==> src/rtl/data_mem_ctrl.sv <==
// Per-thread LSU front end sharing one memory port, one transaction in flight.
// Define DATA_MEM_CTRL_RR_EN for round-robin arbitration; default is fixed priority.
module data_mem_ctrl #(
  parameter int NUM_THREADS     = 4,
  parameter int DATA_WIDTH      = 16,
  parameter int DATA_ADDR_WIDTH = 8
) (
  input  logic                                   clk,
  input  logic                                   reset,
  input  logic [NUM_THREADS-1:0]                 read_req_addr_val,
  input  logic [NUM_THREADS*DATA_ADDR_WIDTH-1:0] read_req_addr,
  output logic [NUM_THREADS-1:0]                 read_req_rdy,
  output logic [NUM_THREADS-1:0]                 read_resp_data_val,
  output logic [NUM_THREADS*DATA_WIDTH-1:0]      read_resp_data,
  input  logic [NUM_THREADS-1:0]                 read_resp_rdy,
  input  logic [NUM_THREADS-1:0]                 write_req_val,
  input  logic [NUM_THREADS*DATA_ADDR_WIDTH-1:0] write_req_addr,
  input  logic [NUM_THREADS*DATA_WIDTH-1:0]      write_req_data,
  output logic [NUM_THREADS-1:0]                 write_req_rdy,
  output logic [NUM_THREADS-1:0]                 write_resp_val,
  output logic                                   mem_req_val,
  input  logic                                   mem_req_rdy,
  output logic                                   mem_req_wen,
  output logic [DATA_ADDR_WIDTH-1:0]             mem_req_addr,
  output logic [DATA_WIDTH-1:0]                  mem_req_data,
  input  logic                                   mem_resp_val,
  input  logic [DATA_WIDTH-1:0]                  mem_resp_data,
  output logic                                   busy
);

  localparam int N  = NUM_THREADS;
  localparam int D  = DATA_WIDTH;
  localparam int A  = DATA_ADDR_WIDTH;
  localparam int TW = (N > 1) ? $clog2(N) : 1;

  typedef enum logic [1:0] {
    S_IDLE,
    S_REQ,
    S_WAIT,
    S_RESP
  } state_e;

  state_e        state_q;
  logic [TW-1:0] id_q;
  logic          wen_q;
  logic [A-1:0]  addr_q;
  logic [D-1:0]  data_q;

  logic [N-1:0]  req_any;
  logic          gnt_vld;
  logic [TW-1:0] gnt_id;
  logic          gnt_rd;
  logic          accept;

  assign req_any = read_req_addr_val | write_req_val;

`ifdef DATA_MEM_CTRL_RR_EN
  logic [TW-1:0] ptr_q;

  always_comb begin
    int idx;
    idx     = 0;
    gnt_vld = 1'b0;
    gnt_id  = '0;
    for (int k = 0; k < N; k++) begin
      idx = int'(ptr_q) + k;
      if (idx >= N) idx = idx - N;
      if (!gnt_vld && req_any[idx]) begin
        gnt_vld = 1'b1;
        gnt_id  = TW'(idx);
      end
    end
  end

  always_ff @(posedge clk or negedge reset) begin
    if (!reset) begin
      ptr_q <= '0;
    end else if (accept) begin
      ptr_q <= (int'(gnt_id) == N - 1) ? '0
             : gnt_id + TW'(1);
    end
  end
`else
  always_comb begin
    gnt_vld = 1'b0;
    gnt_id  = '0;
    for (int k = N - 1; k >= 0; k--) begin
      if (req_any[k]) begin
        gnt_vld = 1'b1;
        gnt_id  = TW'(k);
      end
    end
  end
`endif

  // Reads win over a same-thread write; the write stays pending.
  assign gnt_rd = read_req_addr_val[gnt_id];
  assign accept = reset && (state_q == S_IDLE) && gnt_vld;

  always_ff @(posedge clk or negedge reset) begin
    if (!reset) begin
      state_q <= S_IDLE;
      id_q    <= '0;
      wen_q   <= 1'b0;
      addr_q  <= '0;
      data_q  <= '0;
    end else begin
      unique case (state_q)
        S_IDLE: begin
          if (accept) begin
            state_q <= S_REQ;
            id_q    <= gnt_id;
            wen_q   <= !gnt_rd;
            addr_q  <= gnt_rd
              ? read_req_addr[int'(gnt_id)*A +: A]
              : write_req_addr[int'(gnt_id)*A +: A];
            data_q  <= gnt_rd ? '0
              : write_req_data[int'(gnt_id)*D +: D];
          end
        end
        S_REQ: begin
          if (mem_req_rdy) state_q <= S_WAIT;
        end
        S_WAIT: begin
          if (mem_resp_val) begin
            state_q <= S_RESP;
            if (!wen_q) data_q <= mem_resp_data;
          end
        end
        S_RESP: begin
          if (wen_q || read_resp_rdy[id_q]) state_q <= S_IDLE;
        end
        default: state_q <= S_IDLE;
      endcase
    end
  end

  always_comb begin
    read_req_rdy       = '0;
    write_req_rdy      = '0;
    read_resp_data_val = '0;
    read_resp_data     = '0;
    write_resp_val     = '0;
    if (accept) begin
      if (gnt_rd) read_req_rdy[gnt_id]  = 1'b1;
      else        write_req_rdy[gnt_id] = 1'b1;
    end
    if (state_q == S_RESP) begin
      if (wen_q) begin
        write_resp_val[id_q] = 1'b1;
      end else begin
        read_resp_data_val[id_q] = 1'b1;
        read_resp_data[int'(id_q)*D +: D] = data_q;
      end
    end
  end

  assign mem_req_val  = (state_q == S_REQ);
  assign mem_req_wen  = mem_req_val & wen_q;
  assign mem_req_addr = mem_req_val ? addr_q : '0;
  assign mem_req_data = mem_req_wen ? data_q : '0;
  assign busy         = (state_q != S_IDLE);

endmodule

==> config.mk <==
export PLATFORM = sky130hd
export DESIGN_NAME = data_mem_ctrl
export DESIGN_NICKNAME = d
export VERILOG_FILES = /design/src/rtl/data_mem_ctrl.sv
export SDC_FILE = /design/constraint.sdc
export NUM_CORES = 1
export LEC_CHECK = 0
export ABC_CLOCK_PERIOD_IN_PS = 3320
export CORE_AREA = 2 2 102 104
export DETAILED_ROUTE_END_ITERATION = 8
export DIE_AREA = 0 0 104 106
export DONT_BUFFER_PORTS = 1
export GPL_ROUTABILITY_DRIVEN = 0
export HOLD_SLACK_MARGIN = 0.1
export PLACE_DENSITY = 0.5
export SYNTH_ARGS = -nofsm -noshare
export SYNTH_HDL_FRONTEND = slang
export SYNTH_SLANG_ARGS = --single-unit
==> constraint.sdc <==
create_clock -name clk -period 3.32 [get_ports clk]
set_clock_uncertainty 0.15 [all_clocks]
set_input_delay 0.664 -clock clk [delete_from_list [all_inputs] [get_ports clk]]
set_output_delay 0.664 -clock clk [all_outputs]
set_load 0.02 [all_outputs]
==> metrics.md, run 1 <==
| Metric | Value |
|---|---|
| Asr flop ratio synth | `100%` |
| Detailed-route wire length | `11100 µm` |
| Sw frac | `48.5%` |
| Post-DP HPWL | `8840 µm` |
| Hold_buf cts | `2` |
| I/O Buffers | `0` |
| Gate power share | `52.7%` |
| CTS tree | `yes` |
| Tightest Hold Check Type | `register to register` |
| Top layer reached by signal wires | `met4` |
| Nets | `536` |
| Fin crit share | `90.9%` |
| Sequential Area | `726 µm²` |
| Multi-input logic area | `2080 µm²` |
| # fillers | `1080` |
| # diodes | `0` |
| Total power | `0.00208 W` |
| Post-synth EDFFs | `0` |
| Synthesized flop and latch total | `29` |
| Clk pwr share | `15.7%` |
| CP arrival | `2.20 ns` |
| Top FF cell, synth | `dfrtp_1` |
| Fmax | `331 MHz` |
| Core area | `10000 µm²` |
| Initial Utilization | `29.8%` |
| Worst Slack Setup Final | `0.302 ns` |
| Via count | `3034` |
| Worst Path Max Fanout | `16` |
| Layout area overhead | `9.67%` |
| Max IR drop VDD | `0.170 mV` |
| Site Rows | `37` |
| Num CTS Buffers | `5` |
| GRT Util Overall | `18.7%` |
| RSZ-0062 raised after global routing | `no` |
| Clock tree sinks | `29` |
| Final slew viol count | `0` |
| Share of cells above drive strength 1 | `11.2%` |
| WP data required | `2.51 ns` |
| Hold path startpoint | `addr_q[5]` |
| Outcome | `complete, no violations` |
| CTS HTree Levels | `2` |
| First-pass DRT Iterations | `7` |
| Post-route cell area | `3260 µm²` |
| Die area | `11000 µm²` |
| FF-to-FF End | `state_q[1]` |
| M1 wire length | `4550 µm` |
| Post-route ant nets | `0` |
| Syn_nets | `542` |
| Drt wl/cell | `22.1 µm` |
| DR WL met2 | `5440 µm` |
| Leakage | `1.39 nW` |
| Dpl cell area | `3130 µm²` |
| Switching pwr | `0.00101 W` |
| Synth warn | `0` |
| Max_cap viols | `0` |
| Die W | `104 µm` |
| Min cycle time layout | `3.02 ns` |
| Worst slew margin | `22.4%` |
| Clock root buffer | `clkbuf_8` |
| Crit Path Class | `register to output port` |
| Post-Syn Instances | `372` |
| Reg2reg start | `state_q[1]` |
| Setup TNS Final | `0 ns` |
| Final setup viols | `0` |
| Power Internal | `0.00107 W` |
| R2R depth | `4` |
| First-pass GRT wire length | `16000 µm` |
| Global route overflow | `0` |
| Reg power frac | `31.7%` |
| Maximum clock insertion buffer count | `2` |
| Metal3 WL | `965 µm` |
| Crit. End Element | `output port` |
| Mapped cell area | `2980 µm²` |
| Vias per cell | `6.03` |
| Post-CTS setup buffers | `0` |
| Hold Crit Depth | `1` |
| Setup WS pre-CTS | `0.329 ns` |
| Vias in the first global route | `2851` |
| Clock Pin Slew Worst Setup and Hold Paths | `0.07 ns` |
| CP startpoint kind | `register` |
| Cts repair resizes | `0` |
| Residual DRC count | `0` |
| Die Span Y | `106 µm` |
| Initial antenna violation count | `0` |
| Latest clock arrival within the worst-skew pair | `0.28 ns` |
| Worst reg2reg setup slack | `0.94 ns` |
| Pwr/cell area | `637 nW/µm²` |
| Worst hold margin | `0.349 ns` |
| Post-synthesis cell type count | `46` |
| Average footprint of a synthesized cell | `8.00 µm²` |
| Ports | `267` |
| Sequential fraction of the synthesis area | `24.4%` |
| First DRT Iteration DRCs | `366` |
| Fin. Hold Viols | `0` |
| Worst-Margin Slew | `1.16 ns` |
| Largest net degree at the start of global routing | `33` |
| Worst hold path endpoint | `addr_q[5]` |
[metal layers]
layer | vias to the layer above | GRT usage, %
met4 | 0 | 4.63
met1 | 1429 | 22.9
met3 | 22 | 4.60
met2 | 208 | 32.9
met5 | - | 0
li1 | 1375 | -
[metrics by stage]
| stage | cells | util [%] |
|---|---|---|
| 6_report | 503 | 32.6 |
| 5_1_grt | 503 | 32.6 |
| 4_1_cts | 503 | 32.6 |
| 3_5_place_dp | 493 | 31.3 |
| 3_3_place_gp | 493 | 31.3 |
| 2_1_floorplan | 372 | - |
[worst max-delay path by stage]
stage / from / endpoint / slack, ns / depth (start not counted)
after global routing: state_q[1] / read_resp_data[10] / 0.19 / 6
after CTS: state_q[1] / read_resp_data[10] / 0.26 / 6
after floorplan: read_req_addr_val[0] / read_req_rdy[3] / 0.24 / 5
after detailed placement: read_req_addr_val[0] / write_req_rdy[3] / 0.33 / 5
final: state_q[1] / read_resp_data[10] / 0.30 / 6
after global placement: read_req_addr_val[0] / write_req_rdy[3] / 0.36 / 5
[registers in the layout, summed over array words and instances, names as in the netlist]
name and cells:
id_q 2, data_q 16, state_q 2, addr_q 8
wen_q 1
[Yosys cell counts, drive strengths merged (2+ instances only)]
library cell | n | share of area [%]
a31oi | 7 | 1.5
a21boi | 18 | 4.7
nor3 | 2 | 0.34
a21oi | 3 | 0.50
dfrtp | 29 | 24
a22o | 7 | 2.1
buf | 8 | 2.0
o21ai | 8 | 1.5
nor4 | 3 | 1.3
nand3 | 10 | 1.7
and2 | 78 | 16
and3 | 20 | 4.2
nand2 | 55 | 6.9
nor2b | 3 | 0.63
clkbuf | 23 | 2.9
ha | 10 | 4.2
inv | 9 | 1.1
a222oi | 31 | 10
nor2 | 13 | 1.6
and4 | 2 | 0.59
o221ai | 16 | 6.0
[logic make-up after synthesis]
logic type	synth area share, %
compound gates	28.5
fa+ha+maj	4.20
buf+inv	6.01
flops	24.4
mux	1.47
simple gates	35.5
[cells in the final DEF, fill, tap and decap left out, types with 2 or more instances in the layout]
cell / Yosys / final
and3_1: 20 / 20
o21ai_0: 6 / 6
inv_1: 9 / 9
a22o_1: 7 / 7
buf_4: 0 / 16
a21oi_1: 3 / 3
and4_1: 2 / 2
o221ai_2: 6 / 6
and2_1: 78 / 78
o21ai_2: 1 / 2
nand3_1: 10 / 10
clkbuf_8: 0 / 7
nor2_1: 13 / 12
ha_1: 10 / 10
o221ai_1: 10 / 10
a21boi_0: 16 / 16
dfrtp_1: 29 / 29
a222oi_1: 31 / 31
a31oi_1: 7 / 7
nand2_1: 55 / 55
nor2b_1: 3 / 3
[worst max-delay path, cell delays in order, from the launching register on]
cell and delay [ns]:
dfrtp_1 0.39, ha_1 0.29, nor2b_1 0.25, and2_1 0.30, nor3b_1 0.21, buf_4 0.22, and2_1 0.26
[area by class of cell]
type | instances | share of cell area, %
multi-input cells | 303 | 63.8
flip-flops and latches | 29 | 22.2
well taps | 136 | 5.21
repair buffers | 18 | 4.60
clock buffers | 7 | 2.95
inverters | 9 | 1.03
clock inverters | 1 | 0.153
[power by group through the flow]
stage | registers [W] | clock network, W | logic (W)
2_1_floorplan | 0.000601 | 0 | 0.000847
3_3_place_gp | 0.000657 | 0 | 0.00106
3_5_place_dp | 0.000665 | 0 | 0.00109
4_1_cts | 0.000662 | 0.000339 | 0.00110
5_1_grt | 0.000686 | 0.000356 | 0.00120
6_report | 0.000658 | 0.000326 | 0.00109
No activity file was read; power rests on OpenSTA's default activity.
==> run 2: changes to the inputs <==
--- a/config.mk
+++ b/config.mk
@@ -6,13 +6,13 @@
 export NUM_CORES = 1
 export LEC_CHECK = 0
 export ABC_CLOCK_PERIOD_IN_PS = 3320
-export CORE_AREA = 2 2 102 104
+export CORE_AREA = 2 2 104 106
 export DETAILED_ROUTE_END_ITERATION = 8
-export DIE_AREA = 0 0 104 106
+export DIE_AREA = 0 0 106 108
 export DONT_BUFFER_PORTS = 1
 export GPL_ROUTABILITY_DRIVEN = 0
 export HOLD_SLACK_MARGIN = 0.1
-export PLACE_DENSITY = 0.5
+export PLACE_DENSITY = 0.48
 export SYNTH_ARGS = -nofsm -noshare
 export SYNTH_HDL_FRONTEND = slang
 export SYNTH_SLANG_ARGS = --single-unit
==> run 2 against run 1 <==
Core utilization decreased by 1.0 points. Sequential cell count unchanged. Critical path depth unchanged. Worst setup slack improved by 0.019 ns. Sequential power increased by 2%. Wire length is 2.8% higher. Cell area down 0.80%. Register-to-register slack lost 0.02 ns. Critical path type unchanged. Largest cell class unchanged. Highest routed layer unchanged.
==> metrics.md, run 2 (synthesis results as in run 1) <==
| Metric | Value |
|---|---|
| Outcome | `complete, no violations` |
| Die W | `106 µm` |
| Num CTS Buffers | `5` |
| Biggest register | `data_q` |
| Final setup viols | `0` |
| Fin crit share | `90.3%` |
| Initial Utilization | `29.1%` |
| Leakage | `1.38 nW` |
| Maximum clock insertion buffer count | `2` |
| Share of cells above drive strength 1 | `10.7%` |
| Global route overflow | `0` |
| Setup TNS Final | `0 ns` |
| Initial antenna violation count | `0` |
| Worst-Margin Slew | `1.14 ns` |
| Drt wl/cell | `22.8 µm` |
| Layout area overhead | `8.79%` |
| Latest clock arrival within the worst-skew pair | `0.28 ns` |
| Sw frac | `49.4%` |
| Final core occ | `31.6%` |
| Detailed-route wire length | `11400 µm` |
| Largest regs | `data_q x16, addr_q x8` |
| Sequential Area | `726 µm²` |
| Vias per cell | `6.05` |
| Largest register FFs | `16` |
| Max_cap viols | `0` |
| Crit. End Element | `output port` |
| First-pass DRT Iterations | `7` |
| Core area | `10200 µm²` |
| Tightest Hold Check Type | `register to register` |
| Reg power frac | `33.2%` |
| Power Internal | `0.00102 W` |
| Fmax | `333 MHz` |
| Residual DRC count | `0` |
| Clock tree sinks | `29` |
| Min cycle time layout | `3.00 ns` |
| Final slew viol count | `0` |
| First DRT Iteration DRCs | `276` |
| Site Rows | `37` |
| Largest net degree at the start of global routing | `33` |
| RSZ-0062 raised after global routing | `no` |
| Most frequent cells in the layout | `78 x and2_1, 55 x nand2_1, 31 x a222oi_1, 29 x dfrtp_1, 20 x and3_1` |
| Ports | `267` |
| Max IR drop VDD | `0.211 mV` |
| Clock Pin Slew Worst Setup and Hold Paths | `0.07 ns` |
| Worst Setup SP | `state_q[1]` |
| Multi-input logic area | `2080 µm²` |
| Gate power share | `52.7%` |
| Post-route ant nets | `0` |
| Worst Path Max Fanout | `16` |
| CP startpoint kind | `register` |
| CTS tree | `yes` |
| Die Span Y | `108 µm` |
| Clock root buffer | `clkbuf_8` |
| Pwr/cell area | `622 nW/µm²` |
| CTS HTree Levels | `2` |
| I/O Buffers | `0` |
| Commonest non-fill, non-tap cell in the layout | `and2_1` |
| # diodes | `0` |
| Fin. Hold Viols | `0` |
| First-pass GRT wire length | `16100 µm` |
| Via count | `3035` |
| Worst slew margin | `24.1%` |
| Nets | `535` |
| Clk pwr share | `14.1%` |
| Die area | `11400 µm²` |
| Crit Path Class | `register to output port` |
| Cts repair resizes | `0` |
| Hold path startpoint | `addr_q[5]` |
| Post-DP HPWL | `9000 µm` |
| Vias in the first global route | `2815` |
| GRT Util Overall | `18.5%` |
| WP data required | `2.51 ns` |
| Switching pwr | `0.000995 W` |
| # fillers | `1106` |
| Reg2reg start | `state_q[0]` |
| CP arrival | `2.19 ns` |
==> run 2: changes by cell type in the layout (fill, tap and decap cells not counted) <==
cell      change
clkbuf_8      -2
buf_4         -1
clkbuf_1      +1
clkinv_2      +1
==> run 2: metal layers <==
layer  vias to the layer above  wire [µm]  track usage [%]
li1                       1373          -                -
met1                      1455       4650             22.5
met2                       199       5740             32.8
met3                         8        991             5.18
met4                         0         51             3.76
met5                         -          0                0
==> run 2: what timing repair did <==
action                                 CTS  global route
setup buffers                            0             0
hold buffers                             2             0
endpoints found under the hold margin   29             0
==> run 2: layout make-up <==
| class | instances | area share [%] |
|---|---|---|
| clock buffer | 6 | 2.24 |
| clock inverter | 2 | 0.309 |
| inverter | 9 | 1.04 |
| multi-input combinational | 303 | 64.3 |
| sequential | 29 | 22.4 |
| tap | 136 | 5.26 |
| timing repair buffer | 17 | 4.40 |
==> run 2: worst paths after layout <==
| check | to | slack (ns) | cells after the start |
|---|---|---|---|
| max in group asynchronous | data_q[5] | 2.14 | 2 |
| worst max-delay path | read_resp_data[8] | 0.32 | 6 |
| worst min register to register | addr_q[5] | 0.35 | 1 |
| worst max register to register | data_q[14] | 0.92 | 8 |
| min in group asynchronous | addr_q[3] | 0.70 | 2 |
| worst min-delay path | addr_q[5] | 0.35 | 1 |
==> run 2: stage by stage <==
stage               hold WS [ns]  instances  total power (W)  setup WS [ns]  cell area, µm²
floorplan                  0.218        372          0.00145          0.242            2980
global placement           0.221        492          0.00170          0.371            3130
detailed placement         0.220        492          0.00173          0.334            3130
CTS                        0.355        502          0.00204          0.317            3240
global route               0.369        502          0.00219          0.171            3240
finish                     0.353        502          0.00201          0.321            3240
==> run 2: worst max-delay path, stage by stage, from the launching register on <==
cell     delay [ns]
dfrtp_1        0.39
ha_1           0.26
nor2b_1        0.23
and2_1         0.30
nor3b_1        0.22
buf_4          0.22
and2_1         0.27
==> run 2: power groups by stage <==
stage                     sequential, W  clock [W]  combinational (W)
after floorplan                0.000601          0           0.000847
after global placement         0.000668          0            0.00103
after detailed placement       0.000673          0            0.00106
after CTS                      0.000670   0.000296            0.00107
after global routing           0.000698   0.000317            0.00117
final                          0.000668   0.000284            0.00106
==> run 3: changes to the inputs <==
==> config.mk (replaced) <==
export PLATFORM = sky130hd
export DESIGN_NAME = data_mem_ctrl
export DESIGN_NICKNAME = d
export VERILOG_FILES = /design/src/rtl/data_mem_ctrl.sv
export SDC_FILE = /design/constraint.sdc
export NUM_CORES = 1
export LEC_CHECK = 0
export ABC_CLOCK_PERIOD_IN_PS = 3320
export BUFFER_PORTS_ARGS = -buffer_cell sky130_fd_sc_hd__clkbuf_2
export CORE_AREA = 2 2 105 107
export CTS_BUF_LIST = sky130_fd_sc_hd__clkbuf_4 sky130_fd_sc_hd__clkbuf_8
export DETAILED_ROUTE_END_ITERATION = 8
export DIE_AREA = 0 0 107 109
export GPL_ROUTABILITY_DRIVEN = 0
export HOLD_SLACK_MARGIN = 0.1
export PLACE_DENSITY = 0.7
export SYNTH_ARGS = -nofsm -noshare
export SYNTH_HDL_FRONTEND = slang
export SYNTH_SLANG_ARGS = --single-unit
==> run 3 against run 2 <==
First-iteration DRC count is 6.5% higher. Maximum frequency is 4.3% lower. Sequential power is 0.6% higher. Critical path type is now input port to output port.
==> metrics.md, run 3 (synthesis results as in run 1) <==
| Metric | Value |
|---|---|
| Largest register FFs | `16` |
| # diodes | `0` |
| Drt wl/cell | `16.6 µm` |
| CP startpoint kind | `input port` |
| Fin. Hold Viols | `0` |
| Post-CTS setup buffers | `0` |
| Fin crit share | `94.4%` |
| Total power | `0.00225 W` |
| Clock root buffer | `clkbuf_8` |
| Pwr/cell area | `493 nW/µm²` |
| Fmax | `319 MHz` |
| First-pass DRT Iterations | `8` |
| Biggest register | `data_q` |
| Reg2reg start | `state_q[0]` |
| Leakage | `2.53 nW` |
| Via count | `4034` |
| Worst-Margin Slew | `1.01 ns` |
| Worst slew margin | `32.6%` |
| CTS tree | `yes` |
| Maximum clock insertion buffer count | `2` |
| Largest regs | `data_q x16, addr_q x8` |
| Dpl cell area | `4470 µm²` |
| WP data required | `2.51 ns` |
| Final slew viol count | `0` |
| GRT Util Overall | `20.8%` |
| Final setup viols | `0` |
| Max_cap viols | `0` |
| Initial Utilization | `28.1%` |
| Crit. End Element | `output port` |
| Worst Setup SP | `read_req_addr_val[0]` |
| Nets | `799` |
| Detailed-route wire length | `12800 µm` |
| Crit Path Class | `input port to output port` |
| FF-to-FF End | `data_q[4]` |
| End point of the critical path | `read_req_rdy[3]` |
| Post-route ant nets | `0` |
| Clock tree sinks | `29` |
| Hold_buf cts | `0` |
| Die W | `107 µm` |
| Share of cells above drive strength 1 | `48.3%` |
| Die Span Y | `109 µm` |
| Post-Layout Cell Count | `769` |
| Clock Pin Slew Worst Setup and Hold Paths | `0.07 ns` |
| Cts repair resizes | `0` |
| CP arrival | `2.32 ns` |
| Global route overflow | `0` |
| First DRT Iteration DRCs | `294` |
| Latest clock arrival within the worst-skew pair | `0.28 ns` |
| Tightest Hold Check Type | `input port to asynchronous set/reset pin` |
| Post-route cell area | `4560 µm²` |
| CTS HTree Levels | `2` |
| Ports | `267` |
| Site Rows | `38` |
| Initial antenna violation count | `0` |
| Dpl cells | `762` |
| I/O Buffers | `266` |
| Commonest non-fill, non-tap cell in the layout | `clkbuf_2` |
| Most frequent cells in the layout | `266 x clkbuf_2, 78 x and2_1, 55 x nand2_1, 31 x a222oi_1, 29 x dfrtp_1` |
| Worst Path Max Fanout | `7` |
| Num CTS Buffers | `5` |
| R2R depth | `8` |
| Worst reg2reg setup slack | `0.98 ns` |
| Vias in the first global route | `3633` |
| First-pass GRT wire length | `18800 µm` |
| Post-DP HPWL | `10400 µm` |
| Outcome | `complete, no violations` |
| Residual DRC count | `0` |
| Largest net degree at the start of global routing | `33` |
| Core area | `10600 µm²` |
| Vias per cell | `5.25` |
| Layout area overhead | `53.3%` |
| Max IR drop VDD | `0.190 mV` |
| Min cycle time layout | `3.13 ns` |
| Die area | `11700 µm²` |
| Setup TNS Final | `0 ns` |
| RSZ-0062 raised after global routing | `no` |
[run 3: cell count changes in the layout (fill, tap and decap cells not counted), sizes merged]
cell         previous run  this run
buf                    16        15
clkinv                  2         0
dlygate4sd3             1         0
clkbuf                  6       273
[run 3: area by class of cell]
| class | count | area, µm² |
|---|---|---|
| multi-input combinational | 303 | 2080 |
| timing repair buffer | 281 | 1460 |
| tap | 140 | 175 |
| inverter | 9 | 33.8 |
| fill | 1067 | 6040 |
| clock buffer | 7 | 90.1 |
| sequential | 29 | 726 |
[run 3: per-layer routing]
| metal | GRT usage, % | vias up | wire length [µm] | part of all wire [%] |
|---|---|---|---|---|
| li1 | - | 1903 | - | - |
| met1 | 24.8 | 1837 | 5100 | 40 |
| met2 | 38.2 | 270 | 6430 | 50 |
| met3 | 3.83 | 24 | 1010 | 7.9 |
| met4 | 5.47 | 0 | 231 | 1.8 |
| met5 | 0 | - | 0 | 0 |
[run 3: worst min path at each step]
stage / endpoint / slack [ns] / depth (start not counted)
after floorplan: addr_q[0] / 0.22 / 0
after global placement: addr_q[1] / 0.33 / 1
after detailed placement: addr_q[3] / 0.34 / 1
after CTS: data_q[1] / 0.30 / 2
after global routing: data_q[1] / 0.32 / 2
final: data_q[1] / 0.29 / 2
[run 3: where the power goes]
part           switching, W  internal (W)  total, W
clock              0.000139      0.000173  0.000311
sequential         0.000172      0.000500  0.000672
combinational      0.000754      0.000511   0.00127
[run 3: worst max-delay path, stage by stage]
cell	delay [ns]
clkbuf_2	0.13
or4_1	0.68
nor4_4	0.46
nor2b_1	0.20
clkbuf_2	0.18
[run 3: through the flow]
step / setup WS (ns) / hold WS [ns] / utilization (%)
final: 0.188 / 0.288 / 43.0
after global routing: 0.0894 / 0.316 / 43.0
after CTS: 0.204 / 0.302 / 43.0
after detailed placement: 0.195 / 0.337 / 42.2
after global placement: 0.244 / 0.331 / 42.2
after floorplan: 0.242 / 0.218 / -
